--- src/rtl/uart_defs_pkg.sv ---
// ---------------------------------------------------------------------------
// uart_defs : shared UART state encodings and divider / width helpers.
// Revision  : 1.0 - initial release
// ---------------------------------------------------------------------------
`default_nettype none

package uart_defs;

  typedef enum logic [1:0] {
    IDLE  = 2'd0,
    START = 2'd1,
    DATA  = 2'd2,
    STOP  = 2'd3
  } uart_state_e;

  // Clocks per line bit, rounded to the nearest integer.
  function automatic int calc_div(input int clock_rate, input int baud_rate);
    return (clock_rate + baud_rate / 2) / baud_rate;
  endfunction

  function automatic int clog2(input int value);
    int r;
    r = 0;
    for (int v = value - 1; v > 0; v = v >> 1) begin
      r = r + 1;
    end
    return r;
  endfunction

endpackage

`default_nettype wire

--- src/rtl/uart_baud_tick.sv ---
// ---------------------------------------------------------------------------
// uart_baud_tick : restartable bit-period counter; tick on the last clock.
// Revision       : 1.0 - initial release
// ---------------------------------------------------------------------------
`default_nettype none

module uart_baud_tick
  import uart_defs::*;
#(
  parameter int DIV = 1250
) (
  input  logic clk,
  input  logic rstN,
  input  logic restart,
  output logic tick
);

  localparam int CW = (clog2(DIV) > 0) ? clog2(DIV) : 1;
  localparam logic [CW-1:0] LAST = CW'(DIV - 1);

  logic [CW-1:0] cnt_q;
  logic [CW-1:0] cnt_d;

  assign tick = (cnt_q == LAST);

  always_comb begin
    cnt_d = cnt_q + CW'(1);
    if (restart || tick) begin
      cnt_d = '0;
    end
  end

  always_ff @(posedge clk or negedge rstN) begin
    if (!rstN) begin
      cnt_q <= '0;
    end else begin
      cnt_q <= cnt_d;
    end
  end

endmodule

`default_nettype wire

--- src/rtl/uart8_tx.sv ---
// ---------------------------------------------------------------------------
// uart8_tx : byte-wide 8N1/8N2 UART transmitter with one-entry holding buffer.
// Revision : 1.0 - initial release
// ---------------------------------------------------------------------------
`default_nettype none

module uart8_tx
  import uart_defs::*;
#(
  parameter int CLOCK_RATE = 12000000,
  parameter int BAUD_RATE  = 9600,
  parameter int STOP_BITS  = 1
) (
  input  logic       clk,
  input  logic       rstN,
  input  logic       txEn,
  input  logic       txStart,
  input  logic [7:0] in,
  output logic       txReady,
  output logic       txBusy,
  output logic       txDone,
  output logic       tx
);

  localparam int DIV = calc_div(CLOCK_RATE, BAUD_RATE);
  localparam logic LAST_STOP = 1'(STOP_BITS - 1);

  uart_state_e state_q, state_d;
  logic        hold_full_q, hold_full_d;
  logic [7:0]  hold_q, hold_d;
  logic [7:0]  shift_q, shift_d;
  logic [2:0]  bit_q, bit_d;
  logic        stop_q, stop_d;
  logic        tx_q, tx_d;
  logic        done_q, done_d;
  logic        launch;
  logic        baud_tick;
  logic        baud_restart;

  uart_baud_tick #(
    .DIV (DIV)
  ) u_baud (
    .clk     (clk),
    .rstN    (rstN),
    .restart (baud_restart),
    .tick    (baud_tick)
  );

  // Every state change realigns the bit period to the new state.
  assign baud_restart = (state_d != state_q);

  always_comb begin
    state_d     = state_q;
    hold_full_d = hold_full_q;
    hold_d      = hold_q;
    shift_d     = shift_q;
    bit_d       = bit_q;
    stop_d      = stop_q;
    done_d      = 1'b0;
    launch      = 1'b0;

    case (state_q)
      IDLE: begin
        if (txEn && hold_full_q) begin
          launch = 1'b1;
        end
      end
      START: begin
        if (baud_tick) begin
          state_d = DATA;
          bit_d   = 3'd0;
        end
      end
      DATA: begin
        if (baud_tick) begin
          shift_d = shift_q >> 1;
          if (bit_q == 3'd7) begin
            state_d = STOP;
            stop_d  = 1'b0;
          end else begin
            bit_d = bit_q + 3'd1;
          end
        end
      end
      STOP: begin
        if (baud_tick) begin
          if (stop_q == LAST_STOP) begin
            done_d = 1'b1;
            if (txEn && hold_full_q) begin
              launch = 1'b1;
            end else begin
              state_d = IDLE;
            end
          end else begin
            stop_d = 1'b1;
          end
        end
      end
      default: state_d = IDLE;
    endcase

    if (launch) begin
      state_d     = START;
      shift_d     = hold_q;
      hold_full_d = 1'b0;
    end

    // Accept and launch are exclusive: accept needs an empty buffer.
    if (txStart && !hold_full_q) begin
      hold_full_d = 1'b1;
      hold_d      = in;
    end

    case (state_d)
      START:   tx_d = 1'b0;
      DATA:    tx_d = shift_d[0];
      default: tx_d = 1'b1;
    endcase
  end

  always_ff @(posedge clk or negedge rstN) begin
    if (!rstN) begin
      state_q     <= IDLE;
      hold_full_q <= 1'b0;
      hold_q      <= 8'h00;
      shift_q     <= 8'h00;
      bit_q       <= 3'd0;
      stop_q      <= 1'b0;
      tx_q        <= 1'b1;
      done_q      <= 1'b0;
    end else begin
      state_q     <= state_d;
      hold_full_q <= hold_full_d;
      hold_q      <= hold_d;
      shift_q     <= shift_d;
      bit_q       <= bit_d;
      stop_q      <= stop_d;
      tx_q        <= tx_d;
      done_q      <= done_d;
    end
  end

  assign tx      = tx_q;
  assign txReady = !hold_full_q;
  assign txBusy  = (state_q != IDLE);
  assign txDone  = done_q;

endmodule

`default_nettype wire
--- config.mk ---
export PLATFORM = sky130hd
export DESIGN_NAME = uart8_tx
export DESIGN_NICKNAME = d
export VERILOG_FILES = /design/src/rtl/uart_defs_pkg.sv /design/src/rtl/uart_baud_tick.sv /design/src/rtl/uart8_tx.sv
export SDC_FILE = /design/constraint.sdc
export NUM_CORES = 1
export LEC_CHECK = 0
export ABC_AREA = 0
export CAP_MARGIN = 25
export CORE_MARGIN = 5
export CORE_UTILIZATION = 50
export DETAILED_ROUTE_END_ITERATION = 10
export HOLD_SLACK_MARGIN = 0.12
export PLACE_DENSITY_LB_ADDON = 0.05
export REMOVE_ABC_BUFFERS = 1
export SYNTH_ARGS = -nofsm -noshare
export SYNTH_HDL_FRONTEND = slang
export SYNTH_SLANG_ARGS = --single-unit
export TNS_END_PERCENT = 100
--- constraint.sdc ---
create_clock -name clk -period 3 [get_ports clk]
set_input_delay 0.75 -clock clk [delete_from_list [all_inputs] [get_ports clk]]
set_output_delay 0.75 -clock clk [all_outputs]
set_load 0.02 [all_outputs]
==> impl_metrics.json, run 1 <==
{
  "fillers": 292,
  "chipWidth_um": 71.6,
  "grt_overflow": 0,
  "worst_skew_pair.late_latency_ns": 0.28,
  "ir_worst_vdd_uv": 261,
  "final_hold_slack_ns": 0.506,
  "drv_slew": 0,
  "synthToLayoutAreaGrowth_pct": 16.7,
  "postSynth.asyncResetShare_pct": 100,
  "power_density_mw_per_mm2": 473,
  "clkSlewWorstSetupHoldPaths_ns": 0.07,
  "critical_path_required_ns": 2.25,
  "cts_setup_buffers": 0,
  "max_slew_headroom_pct": 70.9,
  "max_cap_viol_count": 0,
  "timing.final.crit_share_pct": 84.2,
  "die_area_mm2": 0.00513,
  "dr_total_vias": 1372,
  "finish.net_count": 217,
  "ys_seq_area_share_pct": 46.2,
  "drtAntennaViolNets": 0,
  "drc": 0,
  "worstReg2RegStart": "state_q[0]",
  "avgSynthCellArea_um2": 10.7,
  "criticalPathCategory": "reg -> out",
  "synth_top_flop_cell": "sky130_fd_sc_hd__dfrtp_1",
  "whs_path_depth": 2,
  "number_of_vias_per_cell_after_detailed_routing": 5.60,
  "stdcell_area_mm2": 0.00222,
  "crit_start": "state_q[1]",
  "synthCells": 177,
  "setup.reg_to_reg.worst_slack_ns": 0.82,
  "synth_seq_cells": 35,
  "synthDominantAreaCellType": "sky130_fd_sc_hd__dfrtp_1",
  "power_leakage_nw": 1.05,
  "diodes_inserted": 0,
  "status": "finished, final reports clean",
  "mappedNetlistArea_mm2": 0.00190,
  "cp_data_arrival_time_ns": 1.78,
  "cts.root.buffer_cell": "sky130_fd_sc_hd__clkbuf_8",
  "placedInstanceArea_mm2": 0.00209,
  "hp-start": "shift_q[7]",
  "router_iterations_before_antenna_repair": 4,
  "layout.cells.most_common": "sky130_fd_sc_hd__dfrtp_1",
  "hold_path.class": "reg -> reg",
  "cts.path.max_buffers": 2,
  "layout.cells.most_common_list": "sky130_fd_sc_hd__dfrtp_1 (34), sky130_fd_sc_hd__nand2_1 (15), sky130_fd_sc_hd__clkdlybuf4s50_1 (15), sky130_fd_sc_hd__nor2_1 (13), sky130_fd_sc_hd__nor3_2 (10)",
  "power_mw": 1.05,
  "placeableCoreArea_mm2": 0.00366,
  "row_count": 22,
  "multiInputGateArea_um2": 951,
  "timing_worst_slew_pin_value_ns": 0.436,
  "grt_setup_unrepaired": "no",
  "gpl.final_weighted_congestion": 0.789,
  "maximum_number_of_pins_on_one_net_before_global_route_repair": 36,
  "dieHeight_um": 71.6,
  "final_hold_viol_count": 0,
  "routed_wirelength_mm": 3.40,
  "synth_top_cell_area_share_pct": 44.8,
  "cp_max_fo": 7,
  "route.detailed.wl_per_inst_um": 13.9,
  "initial_utilization_pct": 51.9,
  "hold_buffers": 0,
  "ff2ff_path_depth": 8,
  "grt_pass1_wl_mm": 6.22,
  "setup.worst_path.start_class": "register",
  "cts_made_buffers": 5,
  "drive_gt1_share_pct": 19.3,
  "synth.lib_cells_used.distinct": 43,
  "grt_pass1_vias": 1347,
  "dp_wirelength_mm": 2.51,
  "io_buffer_count": 15,
  "grt_usage_pct": 15.4,
  "antenna_found_initial": 0,
  "finalSetupViolCount": 0,
  "clock_tree_from_tritoncts": "built",
  "post_synth_main_area_contributors": "sky130_fd_sc_hd__dfrtp_1 (45%), sky130_fd_sc_hd__ha_1 (5.9%), sky130_fd_sc_hd__nor3_2 (5.3%)",
  "timing.fmax_mhz": 396,
  "post_cts.resized_instances": 0,
  "synth-edff-count": 0,
  "instances_no_fill": 245,
  "h-tree-depth": 2,
  "drt_iter0_markers": 66,
  "ioPinCount": 16,
  "timing.final.crit_period_ns": 2.53,
  "worst_setup_path_end_kind": "primary output",
  "synth.yosys.warnings": 0,
  "timing.clock.skew_ns": 0.00549,
  "total_negative_slack_ns": 0,
  "cts.sinks": 35,
  "regArea_um2": 877,
  "placedCellCount": 236
}
[critical path, stage by stage, from the launching register on]
cell,delay (ns)
sky130_fd_sc_hd__dfrtp_1,0.47
sky130_fd_sc_hd__inv_1,0.14
sky130_fd_sc_hd__ha_1,0.20
sky130_fd_sc_hd__inv_1,0.08
sky130_fd_sc_hd__clkdlybuf4s50_1,0.61
[cell type report]
class | count | area share (%)
sequential | 35 | 39.6
timing repair buffer | 20 | 8.47
clock buffer | 6 | 3.73
clock inverter | 2 | 1.58
inverter | 6 | 1.02
tap | 48 | 2.71
multi-input combinational | 128 | 42.9
[sequential cells by signal, indices dropped and copies added, names as in the netlist]
| name | flops |
|---|---|
| u_baud.cnt_q | 11 |
| txDone | 1 |
| shift_q | 8 |
| state_q | 2 |
| hold_q | 8 |
| tx | 1 |
| bit_q | 3 |
| hold_full_q | 1 |
[metal layers]
layer / global-route usage, % / up-vias / part of all wire, %
met5: 0 / - / 0
met4: 6.89 / 0 / 1.1
met3: 3.93 / 5 / 4.2
met2: 25.0 / 25 / 51
met1: 19.3 / 672 / 43
li1: - / 670 / -
[power breakdown]
part / internal (mW) / leakage [nW] / switching (mW) / total [mW]
clock network: 0.269 / 0.0612 / 0.167 / 0.435
registers: 0.514 / 0.407 / 0.0215 / 0.536
logic: 0.0475 / 0.585 / 0.0289 / 0.0765
[cells in the mapped netlist, types with 3 or more instances]
master / n
sky130_fd_sc_hd__a21oi_1: 9
sky130_fd_sc_hd__a22o_1: 3
sky130_fd_sc_hd__and2_1: 4
sky130_fd_sc_hd__buf_2: 3
sky130_fd_sc_hd__dfrtp_1: 34
sky130_fd_sc_hd__ha_1: 9
sky130_fd_sc_hd__inv_1: 6
sky130_fd_sc_hd__mux2_2: 7
sky130_fd_sc_hd__mux2i_1: 7
sky130_fd_sc_hd__nand2_1: 15
sky130_fd_sc_hd__nand3_1: 7
sky130_fd_sc_hd__nand4_1: 4
sky130_fd_sc_hd__nor2_1: 13
sky130_fd_sc_hd__nor3_1: 4
sky130_fd_sc_hd__nor3_2: 10
sky130_fd_sc_hd__o21ai_0: 6
sky130_fd_sc_hd__xnor2_1: 5
sky130_fd_sc_hd__xor2_1: 4
[metrics by stage]
step	utilization, %	worst slack [ns]
after floorplan	-	0.822
after global placement	57.1	0.326
after detailed placement	57.1	0.250
after CTS	60.3	0.378
after global routing	60.5	0.361
final	60.5	0.475
[final timing paths]
| kind | end |
|---|---|
| max | txBusy |
| min | shift_q[7] |
| max reg2reg | u_baud.cnt_q[10] |
| min reg2reg | shift_q[7] |
| max in group asynchronous | tx |
| min in group asynchronous | u_baud.cnt_q[4] |
[cell families after synthesis]
kind of cell | synth area share, %
and+or+nand+nor | 22.1
DFF | 46.2
AOI/OAI and AO/OA | 10.1
buffers and inverters | 3.75
muxes | 7.84
xor gates and xnor gates | 4.15
adders and majority gates | 5.93
(Power assumes the default switching activity.)
==> run 2: changes to the inputs <==
- clock period: 3 -> 2.42 ns (I/O delays scaled with it)
==> run 2 against run 1 <==
Net effect: combinational power rose by 28%; worst hold slack improved by 0.0072 ns; register-to-register slack got worse by 0.52 ns; flip-flop and latch count did not move; via count barely moved; critical path depth did not move; count of clock-buffer cells in the layout fell by 1; total power rose by 14%; wire length rose by 4.6%; critical endpoint unchanged.
==> impl_metrics.json, run 2 (synthesized netlist as in run 1, its figures left out) <==
{
  "cts.path.max_buffers": 2,
  "worst_setup_path_end_kind": "primary output",
  "cp.depth": 4,
  "final_hold_slack_ns": 0.514,
  "layout.cells.most_common": "sky130_fd_sc_hd__dfrtp_1",
  "criticalPathCategory": "reg -> out",
  "max_slew_headroom_pct": 56.8,
  "clock_tree_from_tritoncts": "built",
  "worst_skew_pair.late_latency_ns": 0.29,
  "crit_start": "state_q[1]",
  "drt_iter0_markers": 70,
  "slowest_stage": "sky130_fd_sc_hd__clkdlybuf4s50_1",
  "drive_gt1_share_pct": 21.6,
  "worstReg2RegStart": "u_baud.cnt_q[1]",
  "net_switching_power_mw": 0.291,
  "worst_path_dominant_cell_family": "buffers and inverters",
  "finalSetupViolCount": 0,
  "grt_pass1_vias": 1425,
  "die_area_mm2": 0.00513,
  "ir_worst_vdd_uv": 379,
  "finish.net_count": 219,
  "diodes_inserted": 0,
  "routed_wirelength_mm": 3.56,
  "postLayoutCoreUtil_pct": 60.4,
  "clock_power_share_pct": 36.4,
  "critical_path_required_ns": 1.81,
  "intPower_mw": 0.903,
  "clkSlewWorstSetupHoldPaths_ns": 0.08,
  "placedInstanceArea_mm2": 0.00211,
  "ff2ff_path_depth": 7,
  "power.combinational.fraction_pct": 8.2,
  "cts.sinks": 35,
  "grt_overflow": 0,
  "dieHeight_um": 71.6,
  "p_seq_share_pct": 55.4,
  "drtAntennaViolNets": 0,
  "router_iterations_before_antenna_repair": 4,
  "dr_total_vias": 1373,
  "largest-register": "u_baud.cnt_q",
  "grt_setup_unrepaired": "no",
  "instances_no_fill": 247,
  "timing.final.crit_share_pct": 96.7,
  "number_of_flip_flops_in_the_largest_register": 11,
  "hold_buffers": 0,
  "final_hold_viol_count": 0,
  "status": "finished, final reports clean",
  "whs_path_depth": 1,
  "cp_data_arrival_time_ns": 1.73,
  "gr-usage-met2_pct": 26.1,
  "cp_max_fo": 7,
  "chipWidth_um": 71.6,
  "sequence_of_cells_on_the_critical_path": "inv_1 -> ha_1 -> inv_1 -> clkdlybuf4s50_1",
  "cts_made_buffers": 5,
  "hp-start": "hold_q[1]",
  "max_cap_viol_count": 0,
  "timing_worst_slew_pin_value_ns": 0.647,
  "grt.busiest_layer": "met2",
  "antenna_found_initial": 0,
  "timing.fmax_mhz": 427,
  "io_buffer_count": 15,
  "power_density_mw_per_mm2": 540,
  "layout_top_registers": "u_baud.cnt_q: 11 flops, hold_q: 8 flops, shift_q: 8 flops",
  "initial_utilization_pct": 51.9,
  "placedCellCount": 239,
  "number_of_vias_per_cell_after_detailed_routing": 5.56,
  "hold_path.class": "reg -> reg",
  "grt_usage_pct": 15.5,
  "groute.layer.met3.usage_pct": 4.63,
  "drv_slew": 0,
  "cts.root.buffer_cell": "sky130_fd_sc_hd__clkbuf_8",
  "h-tree-depth": 2,
  "row_count": 22,
  "sw_frac_of_total_pct": 24.4,
  "dp_wirelength_mm": 2.60,
  "critical_path.max_stage_delay_ns": 0.61,
  "layout.cells.most_common_list": "sky130_fd_sc_hd__dfrtp_1 (32), sky130_fd_sc_hd__nand2_1 (15), sky130_fd_sc_hd__clkdlybuf4s50_1 (15), sky130_fd_sc_hd__nor2_1 (12), sky130_fd_sc_hd__nor3_2 (10)",
  "critPathBufInv": 3,
  "setup.worst_path.start_class": "register",
  "placeableCoreArea_mm2": 0.00366,
  "grt_pass1_wl_mm": 6.32,
  "maximum_number_of_pins_on_one_net_before_global_route_repair": 36,
  "route.detailed.wl_per_inst_um": 14.4,
  "timing.final.crit_period_ns": 2.34,
  "drc": 0,
  "stdcell_area_mm2": 0.00221,
  "grt.met1_usage_pct": 18.0,
  "power_leakage_nw": 1.04,
  "synthToLayoutAreaGrowth_pct": 16.4,
  "gpl.final_weighted_congestion": 0.752,
  "ioPinCount": 16,
  "timing.clock.skew_ns": 0.00618,
  "path_common_cell": "sky130_fd_sc_hd__inv_1"
}
## run 2: cell types whose count changed in the layout (fill, tap and decap cells not counted), sizes merged
cell,before,now
inv,6,7
clkinvlp,0,2
buf,5,7
clkbuf,6,5
bufinv,1,0
clkinv,1,0
## run 2: what timing repair did
| item | in CTS | in global routing |
|---|---|---|
| endpoints found under the setup margin | 9 | 1 |
| hold endpoints to repair | 0 | 0 |
| resized for setup | 1 | 2 |
| setup buffers | 0 | 0 |
## run 2: path summary, 6_finish.rpt
kind	to	slack, ns
worst max register to register	u_baud.cnt_q[10]	0.30
max in group asynchronous	tx	1.35
min in group asynchronous	u_baud.cnt_q[2]	0.72
worst min register to register	hold_q[1]	0.51
worst max-delay path	txBusy	0.08
worst min-delay path	hold_q[1]	0.51
## run 2: worst reg2reg max path: cells and delay by family, from the launching register on
family	cells	cell delay (ns)
DFF	1	0.40
and+or+nand+nor	4	1.28
buffers and inverters	1	0.07
adders and majority gates	1	0.15
AOI/OAI and AO/OA	1	0.08
## run 2: cell type report
class                           instances  area (um2)
Sequential cell                        35         880
Inverter                                6        22.5
Tap cell                               48        60.1
Multi-Input combinational cell        128         953
Fill cell                             311        1450
Clock buffer                            5        68.8
Clock inverter                          3        23.8
Timing Repair Buffer                   22         203
## run 2: power by group through the flow
stage | clock network (mW) | registers, mW | logic [mW]
after detailed placement | 0 | 0.674 | 0.101
after CTS | 0.448 | 0.663 | 0.101
final | 0.434 | 0.662 | 0.0979
after floorplan | 0 | 0.667 | 0.0550
after global routing | 0.481 | 0.673 | 0.111
after global placement | 0 | 0.672 | 0.0939
## run 2: layer usage
layer	vias to the layer above	wire length [um]
li1	669	-
met1	665	1550
met2	33	1810
met3	6	149
met4	0	42
met5	-	0
## run 2: per-stage QoR
stage / setup WS, ns / TNS [ns] / power (mW)
final: 0.0801 / 0 / 1.19
after detailed placement: -0.184 / -1.56 / 0.774
after CTS: 0.0227 / 0 / 1.21
after floorplan: 0.242 / 0 / 0.722
after global routing: 0.00509 / 0 / 1.27
after global placement: -0.113 / -0.784 / 0.766
